`src/rtl/alu_sequencer.sv`:
```
// Register file and four-state operation sequencer that feeds an external 8-bit ALU.
// Operands are registered into the ALU inputs, then the ALU result and flags are captured one cycle later.
module alu_sequencer #(
  parameter int NREGS   = 8,
  parameter bit ZERO_R0 = 1'b1
) (
  input  logic       clk,
  input  logic       rst,
  input  logic       req_valid,
  output logic       req_ready,
  input  logic [2:0] req_op,
  input  logic [2:0] req_src_a,
  input  logic [2:0] req_src_b,
  input  logic [2:0] req_dst,
  input  logic       ld_valid,
  input  logic [2:0] ld_addr,
  input  logic [7:0] ld_data,
  output logic [7:0] alu_in_A,
  output logic [7:0] alu_in_B,
  output logic [2:0] alu_op,
  output logic       alu_enable_out,
  input  logic [7:0] alu_out,
  input  logic [3:0] alu_flags,
  output logic [3:0] flags_q,
  output logic       done,
  input  logic [2:0] dbg_addr,
  output logic [7:0] dbg_data
);

  localparam logic [2:0] OP_COMP = 3'b101;

  typedef enum logic [1:0] {IDLE, FETCH, EXEC, DONE} state_t;

  state_t     state;
  state_t     state_next;
  logic [7:0] rf [NREGS];
  logic [2:0] op_q;
  logic [2:0] src_a_q;
  logic [2:0] src_b_q;
  logic [2:0] dst_q;
  logic       wb_en;

  // r0 is hard-wired to zero when ZERO_R0 is set; addresses past NREGS hold nothing.
  function automatic logic live_reg(input logic [2:0] addr);
    return !(ZERO_R0 && addr == 3'd0) && (int'(addr) < NREGS);
  endfunction

  always_ff @(posedge clk) begin
    if (rst) state <= IDLE;
    else     state <= state_next;
  end

  always_comb begin
    state_next = state;
    case (state)
      IDLE:    if (req_valid) state_next = FETCH;
      FETCH:   state_next = EXEC;
      EXEC:    state_next = DONE;
      DONE:    state_next = IDLE;
      default: state_next = IDLE;
    endcase
  end

  always_comb begin
    req_ready      = (state == IDLE);
    alu_enable_out = (state == EXEC);
    done           = (state == DONE);
  end

  always_ff @(posedge clk) begin
    if (rst) begin
      op_q     <= '0;
      src_a_q  <= '0;
      src_b_q  <= '0;
      dst_q    <= '0;
      alu_in_A <= '0;
      alu_in_B <= '0;
      alu_op   <= '0;
      flags_q  <= '0;
    end else begin
      if (state == IDLE && req_valid) begin
        op_q    <= req_op;
        src_a_q <= req_src_a;
        src_b_q <= req_src_b;
        dst_q   <= req_dst;
      end
      if (state == FETCH) begin
        alu_in_A <= live_reg(src_a_q) ? rf[src_a_q] : 8'h00;
        alu_in_B <= live_reg(src_b_q) ? rf[src_b_q] : 8'h00;
        alu_op   <= op_q;
      end
      if (state == EXEC) flags_q <= alu_flags;
    end
  end

  assign wb_en = (state == EXEC) && (op_q != OP_COMP) && live_reg(dst_q);

  // The writeback assignment comes last so it wins over a same-edge load to the same register.
  always_ff @(posedge clk) begin
    if (rst) begin
      for (int i = 0; i < NREGS; i++) rf[i] <= '0;
    end else begin
      if (ld_valid && live_reg(ld_addr)) rf[ld_addr] <= ld_data;
      if (wb_en) rf[dst_q] <= alu_out;
    end
  end

  assign dbg_data = live_reg(dbg_addr) ? rf[dbg_addr] : 8'h00;

endmodule
```
`config.mk`:
```
export PLATFORM = sky130hd
export DESIGN_NAME = alu_sequencer
export DESIGN_NICKNAME = d
export VERILOG_FILES = /design/src/rtl/alu_sequencer.sv
export SDC_FILE = /design/constraint.sdc
export NUM_CORES = 1
export LEC_CHECK = 0
export ABC_AREA = 1
export CAP_MARGIN = 20
export CORE_ASPECT_RATIO = 0.6
export CORE_MARGIN = 3
export CORE_UTILIZATION = 40
export CTS_CLUSTER_DIAMETER = 80
export CTS_CLUSTER_SIZE = 30
export DETAILED_ROUTE_END_ITERATION = 16
export GPL_ROUTABILITY_DRIVEN = 1
export PLACE_DENSITY = 0.64
export SLEW_MARGIN = 30
export SYNTH_ARGS = -nofsm -noshare
export SYNTH_HDL_FRONTEND = slang
export SYNTH_SLANG_ARGS = --single-unit
```
`constraint.sdc`:
```
create_clock -name clk -period 4 [get_ports clk]
set_input_delay 0.4 -clock clk [delete_from_list [all_inputs] [get_ports clk]]
set_output_delay 0.4 -clock clk [all_outputs]
set_load 0.05 [all_outputs]
```
* Word-level counts from Yosys, hierarchy flattened
Memories as Yosys holds them, arrays and structs flattened. A register that Yosys moved wholly into a read port is not among the register bits.
Index checks and enable logic that the tools add are counted.
** Storage, ports and cells
- Bits in registers :: 37
- Latch bits :: 0
- RAM bits :: 64
- ROM bits :: 0
- Output and inout bits :: 34
- Logic and storage cells :: 52
- Memories kept :: 1
** Cells by class
- Add/subtract/negate cells :: 0
- Multiply operators :: 0
- Div/mod/pow operators :: 0
- $lt $le $gt $ge :: 0
- Equality and inequality tests :: 5
- Shift operators :: 0
- Muxes and demuxes :: 23
- Bitwise logic cells :: 0
- Reduce and logical (&&, ||, !) cells :: 14
** Memories
- rf :: depth 8, bits a word 8, rd ports 3, clocked after Yosys merged registers in 2, wr ports 8, line 36 : logic [7:0] rf [NREGS];
** Operators by type and width (count)
- two-way mux 8 bit :: 5
- two-way mux 3 bit :: 6
- OR reduction 8 bit :: 2
- logical NOT 3 bit :: 5
- two-way mux 1 bit :: 10
- case mux 2 bit (4 select lines) :: 1
- == test 2 bit, second input constant :: 2
- logical AND 1 bit :: 4
- inequality test 3 bit, second input constant :: 1
- == test 2 x 1 -> 1 bit, second input constant :: 1
- logical NOT 1 bit :: 2
- logical NOT 2 bit :: 1
- two-way mux 2 bit :: 1
- inequality test 2 bit, second input constant :: 1

* Depth between registers and ports, before layout
Gate-level depths: netlist of the first run.
- Depth in word-level cells :: 8
- Mapped depth :: 9
- Depth with buffers taken out :: 7

* Worst setup path after synthesis of the first run
No wires, ideal clock.
- Path type :: reg2reg
- Start point :: register state[0]
- End point :: memory rf[6][0], enable pin
- Arrival time :: 2075 ps
- Required time :: 3663 ps
- Setup slack :: 1588 ps
- Cell stages (with the launch flop) :: 9
- Buffers on the path :: 2
- Clock period less this slack :: 2412 ps
- Path through :: dfxtp_1 > inv_1 > ha_1 > inv_2 > nor3_4 > buf_6 > nand3_4 > buf_6 > nand3_1
** RTL lines
- from (decl) :: line 34 : state_t state;
- from (signal assigned) :: line 50 : else state <= state_next;
- to (decl) :: line 36

* Worst setup path after layout of the first run
- Start point :: input dbg_addr[1]
- End point :: output dbg_data[1]
** Between the ends
- Cells in the longest elaborated chain, start to end :: 2
** RTL lines
- from (decl) :: line 26 : input logic [2:0] dbg_addr,
- memory (8 x 8 bit) or logical NOT 3 bit (tied branches)
- two-way mux 8 bit * :: line 108 : assign dbg_data = live_reg(dbg_addr) ? rf[dbg_addr] : 8'h00;
- to (decl) :: line 27 : output logic [7:0] dbg_data
Every way passes the cells marked *; elsewhere a longest branch is shown, timed or not.

==> run summary, run 1 <==
Layout cells sized above 1: 0.05803
Vias in the first global route: 5686
Final Power: 3.795 mW
Fin Clk Skew: 0.01210 ns
Initial drt markers: 868
WL final: 21830 um
Setup Fix Bufs, Post-CTS: 0
Fin. max-slew vios: 0
RSZ-0062 raised after global routing: false
Worst hold path class: flip-flop to flip-flop
Slew @ Worst Pin: 0.7874 ns
Longest Clk Path Bufs: 2
Pleak: 3.267 nW
Flop-to-flop setup slack: 1.31 ns
Type of origin of the critical path: input port
Yosys cell types: 27
Final Cycle Share: 0.7722
Critical Path AT: 2.69 ns
Clock Sinks: 107
Crit path time final: 3.089 ns
Die ar.: 17780 sq um
P&R area growth vs syn: 18.67%
Sequential area share after synthesis: 0.4303
Final ANT Viol Nets: 0
Number of diodes: 0
Die X-Extent: 170.2 um
Fin cells: 1168
Worst path depth: 7
Area occupied by registers: 2783 sq um
Critical path peak fanout: 17
CTS buffer count: 9
Mapped Cells: 909
CORE AREA: 15590 sq um
CTS tree: yes
Initial antenna violation count: 1
CP top delay family: buffers and inverters
Hpwl dp: 16500 um
Row count: 35
Final Hold Viols: 0
Fillers: 1603
Worst-skew pair later-pin latency: 0.36 ns
Via count: 6462
Syn Area/Cell: 7.115 sq um
Fin Setup TNS: 0 ns
Initial Util: 0.4148
First-pass GRT wire length: 33220 um
WS Path Type: input port to output port
Largest net degree at the start of global routing: 41
Cell mode on critical path: nand2_1
Clock root cell: clkbuf_16
Vias per cell: 5.533
# IOs: 76
# Max-Cap Violations: 0
Port bufs: 75
Crit. End Element: output port
Die height: 104.5 um
Peak VDD IR: 399.2 uV
Relative slew slack: 0.4743
Iteration count of the initial detailed-routing pass: 5
Crit path max-delay cell type: clkdlybuf4s50_1
F_max: 0.3238 GHz
Routability cong.: 0.9552
# setup viols final: 0
Synthesized flop and latch total: 107
Hold path cells: 2
Status: completed
Total GRT Usage: 0.2444
PostCTS Resize Cnt: 0
Drt drc: 0
GRT Residual Overflow: 0
# placed instances: 1152
CP required: 3.60 ns
Worst reg-to-reg path cell count: 7
Mapped Area: 6467 sq um
Cell Pwr Density: 494.5 nW/um^2
Hold-fix buffers at CTS: 0
Cell-by-cell trace of the critical path: clkdlybuf4s50_1 > buf_4 > clkinv_1 > nand2_1 > nand2_1 > a21oi_1 > buf_12
Wire length per cell: 18.69 um
CTS HTree Levels: 3
CTS clk-pin slew, worst paths: 0.07 ns
Worst path max stage delay: 0.45 ns
Synth Warn #: 0
Worst Path Buf+Inv: 4
Nets@finish: 1007
Multi-input gate area: 3088 sq um
[cells in the mapped netlist (all sizes together)]
cell,number,area [sq um]
nand2,226,850.8
nand3,155,818.3
inv,100,375.4
nor2,82,310.3
o21ai,77,415.4
a21oi,66,330.3
edfxtp,64,1922
dfxtp,43,860.8
clkbuf,37,138.9
nand4,28,175.2
buf,14,101.4
nor3,7,80.07
ha,5,62.56
clkinv,2,7.510
a211oi,1,7.510
conb,1,3.750
nand3b,1,7.510
[power by group]
part | switching [mW] | internal (mW) | total, mW
Combinational | 1.05 | 0.474 | 1.53
Clock | 0.397 | 0.424 | 0.821
Sequential | 0.122 | 1.33 | 1.45
[area by class of cell]
class	count	share of cell area
clock buffer	10	0.02983
multi-input combinational	656	0.4023
clock inverter	6	0.005217
timing repair buffer	84	0.1171
sequential	107	0.3626
tap	203	0.03309
inverter	102	0.04989
[logic make-up after synthesis]
kind of cell               share of synthesized area
DFF                                           0.4303
and+or+nand+nor                               0.3467
AOI/OAI and AO/OA                             0.1165
other                                      0.0005798
adders and majority gates                   0.009673
buffers and inverters                        0.09634
[path summary, 6_finish.rpt]
kind,startpoint,endpoint
min reg2reg,alu_in_A[1]$_SDFFE_PP0N_,alu_in_A[1]$_SDFFE_PP0N_
max,dbg_addr[1],dbg_data[1]
min,alu_in_A[1]$_SDFFE_PP0N_,alu_in_A[1]$_SDFFE_PP0N_
max reg2reg,state[0]$_SDFFE_PP0P_,rf[4][4]$_DFFE_PP_
[cell usage in the layout (no fill, tap or decap), types with 2 or more instances in the layout]
cell and n:
inv_1 96, inv_2 4, nand4_1 28, clkbuf_16 9, inv_6 2, buf_4 9, clkdlybuf4s50_1 67, edfxtp_1 64
nor3_4 4, conb_1 8, dfxtp_1 43, clkinv_2 2, clkinv_1 3, nand2_1 225, nand3_1 148, o21ai_2 8
nor2_1 81, ha_1 5, a21oi_1 66, o21ai_0 69, buf_12 8, nand3_2 6, nor3_1 3
[state kept, by name (all words and copies together), names as in the netlist, named ones only]
| register | count |
|---|---|
| alu_in_B | 8 |
| dst_q | 3 |
| src_b_q | 3 |
| alu_op | 3 |
| alu_in_A | 8 |
| op_q | 3 |
| src_a_q | 3 |
| state | 2 |
| flags_q | 4 |
| rf | 64 |
[worst reg2reg max path, cell delays in order (launching register included)]
cell and delay (ns):
dfxtp_1 0.34, inv_1 0.12, ha_1 0.32, inv_2 0.11, nor3_4 0.32, buf_4 0.36, nand3_2 0.33, nand3_1 0.44
[per-layer routing]
| metal | up-vias | track usage | part of all wire |
|---|---|---|---|
| met1 | 2989 | 0.3834 | 0.48 |
| li1 | 3117 | - | - |
| met4 | 0 | 0.05093 | 0.014 |
| met5 | - | 0 | 0 |
| met2 | 323 | 0.3258 | 0.39 |
| met3 | 33 | 0.07292 | 0.12 |
[through the flow]
step | util | worst slack, ns | hold WS (ns) | area (sq um)
after floorplan | - | 1.588 | 0.4599 | 6494
after global placement | 0.4750 | 1.004 | 0.4569 | 7406
after detailed placement | 0.4750 | 1.021 | 0.4626 | 7406
after CTS | 0.4923 | 0.9925 | 0.4716 | 7675
after global routing | 0.4923 | 0.7575 | 0.4894 | 7675
final | 0.4923 | 0.9112 | 0.4709 | 7675
Power figures use the tool's default switching activity.
==> run 2, diff against run 1 <==
PLACE_DENSITY = 0.67   (was 0.64)
clock period = 2.83 ns   (was 4 ns; I/O delays follow)
==> run summary, run 2 (synthesis gave the netlist of run 1 again) <==
Port bufs: 75
Metal2 WL: 8519 um
F_max: 0.3806 GHz
Largest net degree at the start of global routing: 41
Fin Setup TNS: 0 ns
# IOs: 76
Crit path time final: 2.628 ns
CP required: 2.55 ns
Met3 WL: 3436 um
Drt drc: 0
Critical Path AT: 2.34 ns
CTS buffer count: 9
Worst-skew pair later-pin latency: 0.36 ns
Type of origin of the critical path: input port
Hold path cells: 2
WL final: 21940 um
Cell Pwr Density: 714.8 nW/um^2
Cell mode on critical path: nand2_1
CTS HTree Levels: 3
WL met1: 9783 um
Clock root cell: clkbuf_16
Routability cong.: 0.9656
Flop-to-flop setup slack: 0.54 ns
Worst path max stage delay: 0.57 ns
Largest register FFs: 64
Iteration count of the initial detailed-routing pass: 6
DR top layer: met4
Slew @ Worst Pin: 0.9667 ns
Largest regs: rf (64), alu_in_A (8), alu_in_B (8)
Peak VDD IR: 446.6 uV
# setup viols final: 0
Worst r2r src: state[0]$_SDFFE_PP0P_
Fin Clk Skew: 0.01208 ns
Number of diodes: 0
Initial Util: 0.4148
Nets@finish: 1027
Via count: 6629
First-pass GRT wire length: 33950 um
Worst reg-to-reg path cell count: 6
Critical path peak fanout: 17
Longest Clk Path Bufs: 2
Row count: 35
CTS clk-pin slew, worst paths: 0.08 ns
Worst hold path class: flip-flop to flip-flop
P&R area growth vs syn: 21.90%
Fin. max-slew vios: 0
RSZ-0062 raised after global routing: false
Post-route cell area: 7884 sq um
Die height: 104.5 um
Hold-fix buffers at CTS: 0
Initial drt markers: 917
Fillers: 1551
Vias in the first global route: 5908
DP Area: 7556 sq um
Worst Hold Path EP: alu_in_A[4]$_SDFFE_PP0N_
Total GRT Usage: 0.2475
GRT Residual Overflow: 0
WS Path Type: input port to output port
Cell-by-cell trace of the critical path: clkdlybuf4s50_1 > clkinv_1 > nand2_1 > nand2_1 > a21oi_1 > buf_12
Relative slew slack: 0.3516
Pleak: 3.389 nW
Most common cell after layout, fill and taps aside: nand2_1
Core Util, Final: 0.5057
Die ar.: 17780 sq um
PostCTS Resize Cnt: 0
Layout cells sized above 1: 0.07716
Reg with most FFs: rf
Hold path start: alu_in_A[4]$_SDFFE_PP0N_
Clock Sinks: 107
Hpwl dp: 16480 um
Commonest non-fill, non-tap cells in the layout: nand2_1, nand3_1, inv_1, nor2_1, o21ai_0
Crit path max-delay cell type: clkdlybuf4s50_1
Final Hold Viols: 0
Initial antenna violation count: 0
Setup Fix Bufs, Post-CTS: 0
Vias per cell: 5.580
# Max-Cap Violations: 0
Die X-Extent: 170.2 um
Final ANT Viol Nets: 0
CTS tree: yes
Final Cycle Share: 0.9285
Status: completed
CORE AREA: 15590 sq um
Wire length per cell: 18.47 um
RR Endpoint: rf[1][0]$_DFFE_PP_
Crit. End Element: output port
run 2: cell types whose count changed in the layout (fill, tap and decap cells not counted):
cell / delta
clkinv_2: -2
buf_4: +20
clkbuf_16: +1
clkbuf_1: -1
inv_2: -2
clkinv_8: +1
inv_6: -2
clkinv_4: -1
inv_12: +1
clkinv_1: +1
inv_8: +4
run 2: critical path: cells and delay by family:
kind	cells	cell delay, ns
and+or+nand+nor	2	0.55
buffers and inverters	3	1.21
AOI/OAI and AO/OA	1	0.29
run 2: final cells by class:
cell class                 instances  area (sq um)  area share
multi-input combinational        656          3088      0.3917
sequential                       107          2783      0.3530
timing repair buffer             104          1049      0.1330
inverter                         102         382.9     0.04856
tap                              203         254.0     0.03222
clock buffer                      10         250.2     0.03174
clock inverter                     6         77.57    0.009840
run 2: report_power, final:
group | switching, mW | leakage (nW) | internal (mW)
clock | 0.679 | 0.162 | 0.697
combinational | 1.51 | 2.22 | 0.723
sequential | 0.150 | 1.01 | 1.87
run 2: worst max-delay path by stage:
stage / end / slack [ns] / start / depth (start not counted)
after floorplan: rf[6][0]$_DFFE_PP_ / 0.42 / state[0]$_SDFFE_PP0P_ / 8
after global placement: dbg_data[5] / 0.27 / dbg_addr[1] / 6
after detailed placement: dbg_data[4] / 0.25 / dbg_addr[1] / 6
after CTS: dbg_data[2] / 0.24 / dbg_addr[1] / 6
after global routing: dbg_data[2] / 0.13 / dbg_addr[1] / 6
final: dbg_data[2] / 0.20 / dbg_addr[1] / 6
run 2: metal layers:
layer,GRT usage,vias to the layer above
met4,0.03762,0
met1,0.3804,3004
met3,0.1010,23
met5,0,-
li1,-,3154
met2,0.3258,448
run 2: stage by stage:
stage	hold WS, ns	setup WS, ns	power, mW	instances
2_1_floorplan	0.4179	0.4184	3.508	916
3_3_place_gp	0.4551	0.2653	4.237	1172
3_5_place_dp	0.4610	0.2501	4.248	1172
4_1_cts	0.4726	0.2375	5.606	1188
5_1_grt	0.4951	0.1288	5.936	1188
6_report	0.4680	0.2024	5.635	1188
